File: config.mk
export PLATFORM = sky130hd
export DESIGN_NAME = lcm_gcd_master
export DESIGN_NICKNAME = d
export VERILOG_FILES = /design/src/rtl/lcm_gcd_pkg.sv /design/src/rtl/lcm_gcd_chk.sv /design/src/rtl/lcm_gcd_master.sv
export SDC_FILE = /design/constraint.sdc
export NUM_CORES = 1
export LEC_CHECK = 0
export BUFFER_PORTS_ARGS = -buffer_cell sky130_fd_sc_hd__clkbuf_2
export CORE_ASPECT_RATIO = 1.25
export CORE_UTILIZATION = 45
export DETAILED_ROUTE_END_ITERATION = 10
export PLACE_DENSITY_LB_ADDON = 0.2
export SYNTH_ARGS = -nofsm -noshare
export SYNTH_HDL_FRONTEND = slang
export SYNTH_SLANG_ARGS = --single-unit
export TNS_END_PERCENT = 100
File: constraint.sdc
create_clock -name clk -period 6.4 [get_ports clk]
set_clock_uncertainty 0.15 [all_clocks]
set_input_delay 0.32 -clock clk [delete_from_list [all_inputs] [get_ports clk]]
set_output_delay 0.32 -clock clk [all_outputs]
set_load 0.01 [all_outputs]
File: src/rtl/lcm_gcd_pkg.sv
// ============================================================================
// Module  : lcm_gcd_pkg
// Brief   : Shared FSM encoding and width helpers for the lcm/gcd master.
// Revision: 1.0 - initial release
// ============================================================================
`default_nettype none

package lcm_gcd_pkg;

   localparam int DATAWIDTH_DEFAULT = 8;
   localparam int TIMEOUT_DEFAULT   = 64;

   typedef enum logic [1:0] {
      ST_IDLE  = 2'd0,
      ST_ISSUE = 2'd1,
      ST_WAIT  = 2'd2,
      ST_RESP  = 2'd3
   } state_t;

   // lcm result width: product of two operands
   function automatic int lcm_width(input int dw);
      return 2 * dw;
   endfunction

   // gcd*lcm product width used by the checker
   function automatic int chk_width(input int dw);
      return 3 * dw;
   endfunction

   // counter must be able to hold the value TIMEOUT itself
   function automatic int cnt_width(input int tmo);
      return $clog2(tmo + 1);
   endfunction

endpackage

`default_nettype wire

File: src/rtl/lcm_gcd_chk.sv
// ============================================================================
// Module  : lcm_gcd_chk
// Brief   : Combinational sanity check of an engine result: gcd*lcm == a*b.
// Revision: 1.0 - initial release
// ============================================================================
`default_nettype none

module lcm_gcd_chk
   import lcm_gcd_pkg::*;
#(
   parameter int DATAWIDTH = DATAWIDTH_DEFAULT
) (
   input  logic [DATAWIDTH-1:0]            a,
   input  logic [DATAWIDTH-1:0]            b,
   input  logic [DATAWIDTH-1:0]            gcd,
   input  logic [lcm_width(DATAWIDTH)-1:0] lcm,
   output logic                            err
);

   localparam int LCM_W = lcm_width(DATAWIDTH);
   localparam int CHK_W = chk_width(DATAWIDTH);

   logic [CHK_W-1:0] w_gl;
   logic [LCM_W-1:0] w_ab;

   // both products at full width so a wrapped product can never alias a match
   assign w_gl = CHK_W'(gcd) * CHK_W'(lcm);
   assign w_ab = LCM_W'(a) * LCM_W'(b);
   assign err  = (gcd == '0) || (w_gl != CHK_W'(w_ab));

endmodule

`default_nettype wire

File: src/rtl/lcm_gcd_master.sv
// ============================================================================
// Module  : lcm_gcd_master
// Brief   : Sequences one operand pair at a time through an lcm/gcd engine,
//           with result checking, zero-operand bypass and engine timeout.
// Revision: 1.0 - initial release
// ============================================================================
`default_nettype none

module lcm_gcd_master
   import lcm_gcd_pkg::*;
#(
   parameter int DATAWIDTH = DATAWIDTH_DEFAULT,
   parameter int TIMEOUT   = TIMEOUT_DEFAULT
) (
   input  logic                            clk,
   input  logic                            rstn,
   // upstream
   input  logic                            in_vld,
   output logic                            in_rdy,
   input  logic [DATAWIDTH-1:0]            in_a,
   input  logic [DATAWIDTH-1:0]            in_b,
   // engine
   output logic [DATAWIDTH-1:0]            eng_a,
   output logic [DATAWIDTH-1:0]            eng_b,
   output logic                            eng_en,
   input  logic                            eng_ready,
   input  logic                            eng_vld,
   input  logic [DATAWIDTH-1:0]            eng_gcd,
   input  logic [lcm_width(DATAWIDTH)-1:0] eng_lcm,
   // downstream
   output logic                            out_vld,
   input  logic                            out_rdy,
   output logic [DATAWIDTH-1:0]            out_a,
   output logic [DATAWIDTH-1:0]            out_b,
   output logic [DATAWIDTH-1:0]            out_gcd,
   output logic [lcm_width(DATAWIDTH)-1:0] out_lcm,
   output logic                            out_err,
   output logic                            out_tmo
);

   localparam int                LCM_W      = lcm_width(DATAWIDTH);
   localparam int                CNT_W      = cnt_width(TIMEOUT);
   localparam logic [CNT_W-1:0]  C_TMO_LAST = CNT_W'(TIMEOUT - 1);

   state_t                 r_state;
   logic [CNT_W-1:0]       r_cnt;
   logic [DATAWIDTH-1:0]   r_a;
   logic [DATAWIDTH-1:0]   r_b;
   logic                   r_in_rdy;
   logic                   r_eng_en;
   logic                   r_out_vld;
   logic [DATAWIDTH-1:0]   r_gcd;
   logic [LCM_W-1:0]       r_lcm;
   logic                   r_err;
   logic                   r_tmo;

   logic                   w_chk_err;
   logic                   w_tmo_hit;
   logic                   w_accept;
   logic                   w_zero_op;

   lcm_gcd_chk #(
      .DATAWIDTH (DATAWIDTH)
   ) u_chk (
      .a   (r_a),
      .b   (r_b),
      .gcd (eng_gcd),
      .lcm (eng_lcm),
      .err (w_chk_err)
   );

   // the edge that moves the count to TIMEOUT is the timeout edge
   assign w_tmo_hit = (r_cnt == C_TMO_LAST);
   assign w_accept  = in_vld && r_in_rdy;
   assign w_zero_op = (in_a == '0) || (in_b == '0);

   always_ff @(posedge clk or negedge rstn) begin
      if (!rstn) begin
         r_state   <= ST_IDLE;
         r_cnt     <= '0;
         r_a       <= '0;
         r_b       <= '0;
         r_in_rdy  <= 1'b0;
         r_eng_en  <= 1'b0;
         r_out_vld <= 1'b0;
         r_gcd     <= '0;
         r_lcm     <= '0;
         r_err     <= 1'b0;
         r_tmo     <= 1'b0;
      end else begin
         case (r_state)
            ST_IDLE: begin
               r_in_rdy <= 1'b1;
               if (w_accept) begin
                  r_a      <= in_a;
                  r_b      <= in_b;
                  r_cnt    <= '0;
                  r_in_rdy <= 1'b0;
                  r_gcd    <= '0;
                  r_lcm    <= '0;
                  r_tmo    <= 1'b0;
                  if (w_zero_op) begin
                     r_err     <= 1'b1;
                     r_out_vld <= 1'b1;
                     r_state   <= ST_RESP;
                  end else begin
                     r_err    <= 1'b0;
                     r_eng_en <= 1'b1;
                     r_state  <= ST_ISSUE;
                  end
               end
            end

            ST_ISSUE: begin
               r_cnt <= r_cnt + CNT_W'(1);
               if (w_tmo_hit) begin
                  r_eng_en  <= 1'b0;
                  r_tmo     <= 1'b1;
                  r_out_vld <= 1'b1;
                  r_state   <= ST_RESP;
               end else if (eng_ready) begin
                  r_eng_en <= 1'b0;
                  r_state  <= ST_WAIT;
               end
            end

            ST_WAIT: begin
               r_cnt <= r_cnt + CNT_W'(1);
               // a result arriving on the timeout edge takes priority
               if (eng_vld) begin
                  r_gcd     <= eng_gcd;
                  r_lcm     <= eng_lcm;
                  r_err     <= w_chk_err;
                  r_out_vld <= 1'b1;
                  r_state   <= ST_RESP;
               end else if (w_tmo_hit) begin
                  r_tmo     <= 1'b1;
                  r_out_vld <= 1'b1;
                  r_state   <= ST_RESP;
               end
            end

            ST_RESP: begin
               if (out_rdy) begin
                  r_out_vld <= 1'b0;
                  r_err     <= 1'b0;
                  r_tmo     <= 1'b0;
                  r_in_rdy  <= 1'b1;
                  r_state   <= ST_IDLE;
               end
            end

            default: begin
               r_eng_en  <= 1'b0;
               r_out_vld <= 1'b0;
               r_in_rdy  <= 1'b0;
               r_state   <= ST_IDLE;
            end
         endcase
      end
   end

   assign in_rdy  = r_in_rdy;
   assign eng_en  = r_eng_en;
   assign eng_a   = r_a;
   assign eng_b   = r_b;
   assign out_vld = r_out_vld;
   assign out_a   = r_a;
   assign out_b   = r_b;
   assign out_gcd = r_gcd;
   assign out_lcm = r_lcm;
   assign out_err = r_err;
   assign out_tmo = r_tmo;

endmodule

`default_nettype wire

# ---- Word-level counts from Yosys, hierarchy flattened
# Index checks and enable logic that the tools add are counted.
dict set report word_totals {
  word_cells 87
  out_inout_bits 61
  register_bits 54
  in_bits 46
}
dict set report classes {
  n_reduce_logical 22
  n_eq_ne 13
  n_mul 2
  n_mux 38
  n_addsub 1
}
# cell n
set ops {}
lappend ops {{two-way mux 16 bit} 2}
lappend ops {{case mux 16 bit (2 select lines)} 1}
lappend ops {{logical NOT 8 bit} 3}
lappend ops {{multiplier 8 x 16 -> 24 bit} 1}
lappend ops {{inequality test 24 x 16 -> 1 bit} 1}
lappend ops {{two-way mux 1 bit} 17}
lappend ops {{multiplier 8 x 8 -> 16 bit} 1}
lappend ops {{two-way mux 8 bit} 2}
lappend ops {{case mux 8 bit (2 select lines)} 1}
lappend ops {{two-way mux 2 bit} 7}
lappend ops {{case mux 7 bit (2 select lines)} 1}
lappend ops {{inequality test 2 bit (second input constant)} 6}
lappend ops {{AND reduction 4 bit} 3}
lappend ops {{AND reduction 3 bit} 3}
lappend ops {{case mux 1 bit (4 select lines)} 2}
lappend ops {{case mux 2 bit (4 select lines)} 1}
lappend ops {{nonzero test 2 bit} 4}
lappend ops {{adder 7 x 1 -> 7 bit (second input constant)} 1}
lappend ops {{equality test 7 x 6 -> 1 bit (second input constant)} 1}
lappend ops {{two-way mux 7 bit} 1}
lappend ops {{inequality test 3 bit (second input constant)} 2}
lappend ops {{AND reduction 2 bit} 3}
lappend ops {{equality test 2 bit (second input constant)} 2}
lappend ops {{case mux 1 bit (2 select lines)} 2}
lappend ops {{7 further kinds} 8}

# ---- Depth between registers and ports, before layout
dict set report depth {
  ltp_word 5
  depth_mapped 21
  mapped_depth_nobuf 19
}

# ---- By module
# Synthesis repeated with hierarchy kept, for this count alone.
dict set report unflattened {
  cells_unflattened 984
  hier_area_um2 8734.6
}
# module cells_per_inst instances area_per_inst_um2 seq_area_each_um2
set modules_own_cells {}
lappend modules_own_cells {lcm_gcd_chk 729 1 6119.6 0.0}
lappend modules_own_cells {lcm_gcd_master 255 1 2615.0 1351.3}

# ---- Worst setup path after synthesis
# Ideal clock, no wire load.
dict set report synth_path {
  path_kind {in2reg}
  startpoint {in eng_gcd[7]}
  endpoint {reg r_err (netlist: out_err)}
  n_path_buf 3
  setup_ns 0.142
  required_time_ns 6.108
  t_arrival_ns 5.217
  stages 19
  slack_ns 0.891
  path_cell_list {clkbuf_1 clkbuf_1 nand2_1 fa_1 fa_1 fa_1 fa_1 inv_1 ha_1 buf_4 a211o_1 a21oi_1 o21ai_0 mux2i_1 or4_1 nor4_1 nand4_1 nor4_2 a41oi_1}
}
dict set report synth_via {
  elab_chain_cells 5
  elab_cells_between_ends 6
  classes_between {1 x mul; 1 x eq/ne; 2 x mux; 2 x reduce/logical}
}
# element line_no
set synth_rtl {}
lappend synth_rtl {{start: declaration} lcm_gcd_master.sv:28} ;# input logic [DATAWIDTH-1:0] eng_gcd,
lappend synth_rtl {{multiplier 8 x 16 -> 24 bit} lcm_gcd_chk.sv:27} ;# assign w_gl = CHK_W'(gcd) * CHK_W'(lcm);
lappend synth_rtl {{inequality test 24 x 16 -> 1 bit} lcm_gcd_chk.sv:29} ;# assign err = (gcd == '0) || (w_gl != CHK_W'(w_ab));
lappend synth_rtl {{logical OR 1 bit *} lcm_gcd_chk.sv:29}
lappend synth_rtl {{two-way mux 1 bit *} lcm_gcd_master.sv:130} ;# if (eng_vld) begin
lappend synth_rtl {{case mux 1 bit (3 select lines) *} lcm_gcd_master.sv:91} ;# case (r_state)
lappend synth_rtl {{end signal: assignment} lcm_gcd_master.sv:133} ;# r_err <= w_chk_err;
lappend synth_rtl {{end: declaration} lcm_gcd_master.sv:54} ;# logic r_err;
# Mark *: on every way between the ends. The rest lies on a longest branch, timed or not. The select of a mux whose other input is x is not followed.
# A chain may end at the register's enable or synchronous reset.

# ---- Final worst setup path
dict set report layout_path {
  startpoint {in eng_gcd[6]}
  endpoint {reg r_err (netlist: out_err)}
}
# Same word-level chain as after synthesis.

==> results.md <==
- Seq/Total Area, Yosys: 0.152
- Worst-Skew Late Latency: 0.30 ns
- FFs w/ async S/R, synth: 1.00
- Setup_tns: 0 ns
- Cts bufs inserted: 5
- Area delta synth->final: 8.15%
- Total Wirelength: ~21 mm
- R2R cell count: 19
- TritonCTS clock tree: done
- Post-synth top cells: nand2_1, inv_1, fa_1, ha_1, and2_1
- Clock sink count: 54
- RSZ-0062 raised after global routing: false
- Antenna cells: 0
- Core Rows: between 50 and 60
- Hold Slack: -0.00531 ns
- Crit Path Max Fanout: 18
- Failing checks: negative hold slack
- Cell taking the most area after synthesis: fa_1
- Relative slew slack: 0.463
- Final hold vios: 13
- Most used cell, CP: fa_1
- Postcts setup bufs: 0
- Slew Viols, Final: 0
- Status: finished with violations
- CTS root buf: clkbuf_16
- Synth top area cells: fa_1, dfrtp_1, ha_1
- EDFF count, synth: 0
- Synthesized Nets: around 1300
- Detailed placement HPWL: ~17 mm
- Routed Antenna Nets: 0
- TritonRoute pass-1 iters: 4
- Yosys reg bits: 54
- Max incr delay on CP: approximately 0.54 ns
- Final #Nets: around 1300
- Reg-to-reg critical path startpoint: eng_b[2]
- Routability congestion estimate: 0.879
- Via density: about 5.1
- Core area: between 15000 and 20000 µm²
- Fin crit share: 0.841
- Top Ports: 107
- CP Data Required Time: roughly 6.4 ns
- Crit path cell chain: clkbuf_2 -> nand2_1 -> fa_1 -> fa_1 -> fa_1 -> fa_1 -> inv_1 -> ha_1 -> a211o_1 -> a21oi_1 -> o21ai_0 -> mux2i_1 -> or4_1 -> nor4_1 -> nand4_1 -> nor4_2 -> a41oi_1
- Resize count post-CTS: 0
- First-pass GRT wire length: around 36 mm
- Filler instances: a little under 2000
- Starting density of the core: 0.458
- DIE AREA: 20300 µm²
- Crit path arrival time: 5.40 ns
- Worst hold path type: in -> async
- Mean Syn Cell Area: 8.59 µm²
- Die Width: 128 µm
- Routed vias: approximately 6900
- # DRC: 0
- Longest Clk Path Bufs: 2
- Min Tclk post-route: about 5.4 ns
- Total gr overflow: 0
- Reg-to-reg endpoint: out_err
- MaxCap Viol Count: 0
- Total global-route track usage: 0.217
- Critical path's slowest cell: fa_1
- Htree depth: 2
- WL/cell: 15.3 µm
- Worst setup SP type: input pin
- Pin count of the biggest net entering global routing: 55
- Netlist Area Pre-Place: a little under 9000 µm²
- Most frequent cell after synthesis: nand2_1
- R2R setup slack: approximately 1.1 ns
- Die H: 159 µm
- Yosys warnings: 0
- Kind of critical path: in -> reg
- Top FF cell, synth: dfrtp_1
- CP Capture Type: register
- Max Clk Rate: ~190 MHz
- Library cells used by synthesis: 59
- Number of global-route vias before repair: about 7300
- Port buffer count: roughly 110
- Actual slew at the worst max-slew pin: between 0.8 and 0.9 ns
- Setup violations, final: 0
- Syn Inst Count: roughly 1000
- CTS Hold Buffers Added: 0
- Clock slew at reported path FFs: 0.07 ns
- DRT iter0 DRCs: 241
- Layout cell share with drive strength beyond 1: 0.132
- Initial antenna violation count: 0
- Yosys top cell area share: 0.270
==> cells by family (layout without fill, tap and decap cells) <==
| group | after synthesis | after routing | share of synthesized area |
|---|---|---|---|
| XOR/XNOR | 43 | 43 | 0.0454 |
| flip-flops | 54 | 54 | 0.152 |
| AND/OR/NAND/NOR | 345 | 345 | 0.182 |
| AO/OA/AOI/OAI | 147 | 147 | 0.105 |
| buffers and inverters | 220 | 268 | 0.100 |
| multiplexers | 21 | 21 | 0.0260 |
| adder cells (fa/ha/maj) | 205 | 205 | 0.390 |
==> worst max path at each step <==
stage / from / to / slack (ns)
detailed placement: eng_gcd[7] / out_err / 0.76
global route: eng_gcd[7] / out_err / 0.70
floorplan: eng_gcd[7] / out_err / 0.89
CTS: eng_gcd[7] / out_err / 1.06
global placement: eng_gcd[7] / out_err / 0.87
finish: eng_gcd[6] / out_err / 1.02
==> worst max-delay path, delay by kind of cell <==
family | cells | cell delay, ns
buffers and inverters | 2 | 0.38
AND/OR/NAND/NOR | 5 | 1.20
adder cells (fa/ha/maj) | 5 | 2.53
AO/OA/AOI/OAI | 4 | 0.78
multiplexers | 1 | 0.16
==> state kept, by name, indices dropped and copies added, names as in the netlist <==
| signal | flops |
|---|---|
| out_tmo | 1 |
| in_rdy | 1 |
| r_cnt | 7 |
| eng_a | 8 |
| out_vld | 1 |
| out_lcm | 16 |
| eng_en | 1 |
| eng_b | 8 |
| out_err | 1 |
| out_gcd | 8 |
| r_state | 2 |
==> cell type report <==
cell class | count | area (µm²) | area share
clock inverter | 2 | 37.5 | 0.00390
sequential | 54 | 1350 | 0.141
inverter | 151 | 567 | 0.0589
timing repair buffer | 109 | 553 | 0.0575
clock buffer | 6 | 129 | 0.0134
tap | 265 | 332 | 0.0345
multi-input combinational | 761 | 6650 | 0.691
==> per-stage QoR <==
stage                     setup slack (ns)  hold slack [ns]  cells  utilization  cell area, µm²
after floorplan                      0.891           -0.126   1035            -            8890
after global placement               0.871            0.315   1340        0.487            9450
after detailed placement             0.756            0.320   1340        0.487            9450
after CTS                             1.06           0.0187   1348        0.496            9620
after global routing                 0.703           0.0644   1348        0.496            9620
final                                 1.02         -0.00531   1348        0.496            9620
==> per-layer routing <==
layer,share of wire,track usage,up-vias
met1,0.43,0.271,3375
met5,0,0,-
met2,0.50,0.392,176
met4,0.025,0.0679,0
li1,-,-,3361
met3,0.037,0.0222,29
==> placed cells by master, fill, tap and decap left out, types with 6 or more instances in the layout <==
cell type / count
nand2_1: 185
inv_1: 151
fa_1: 120
clkbuf_2: 106
ha_1: 85
and2_1: 80
dfrtp_1: 54
o21ai_0: 51
xnor2_1: 35
nor2_1: 31
a21oi_1: 26
mux2_2: 17
nand3_1: 12
a21o_1: 10
a31oi_1: 9
o21a_1: 8
o211ai_1: 7
nand2b_1: 6
nor4_1: 6
o21bai_1: 6
xor2_1: 6
Power is not shown: default switching activity piles up to over one toggle a cycle in this logic, so the estimate is an artifact.
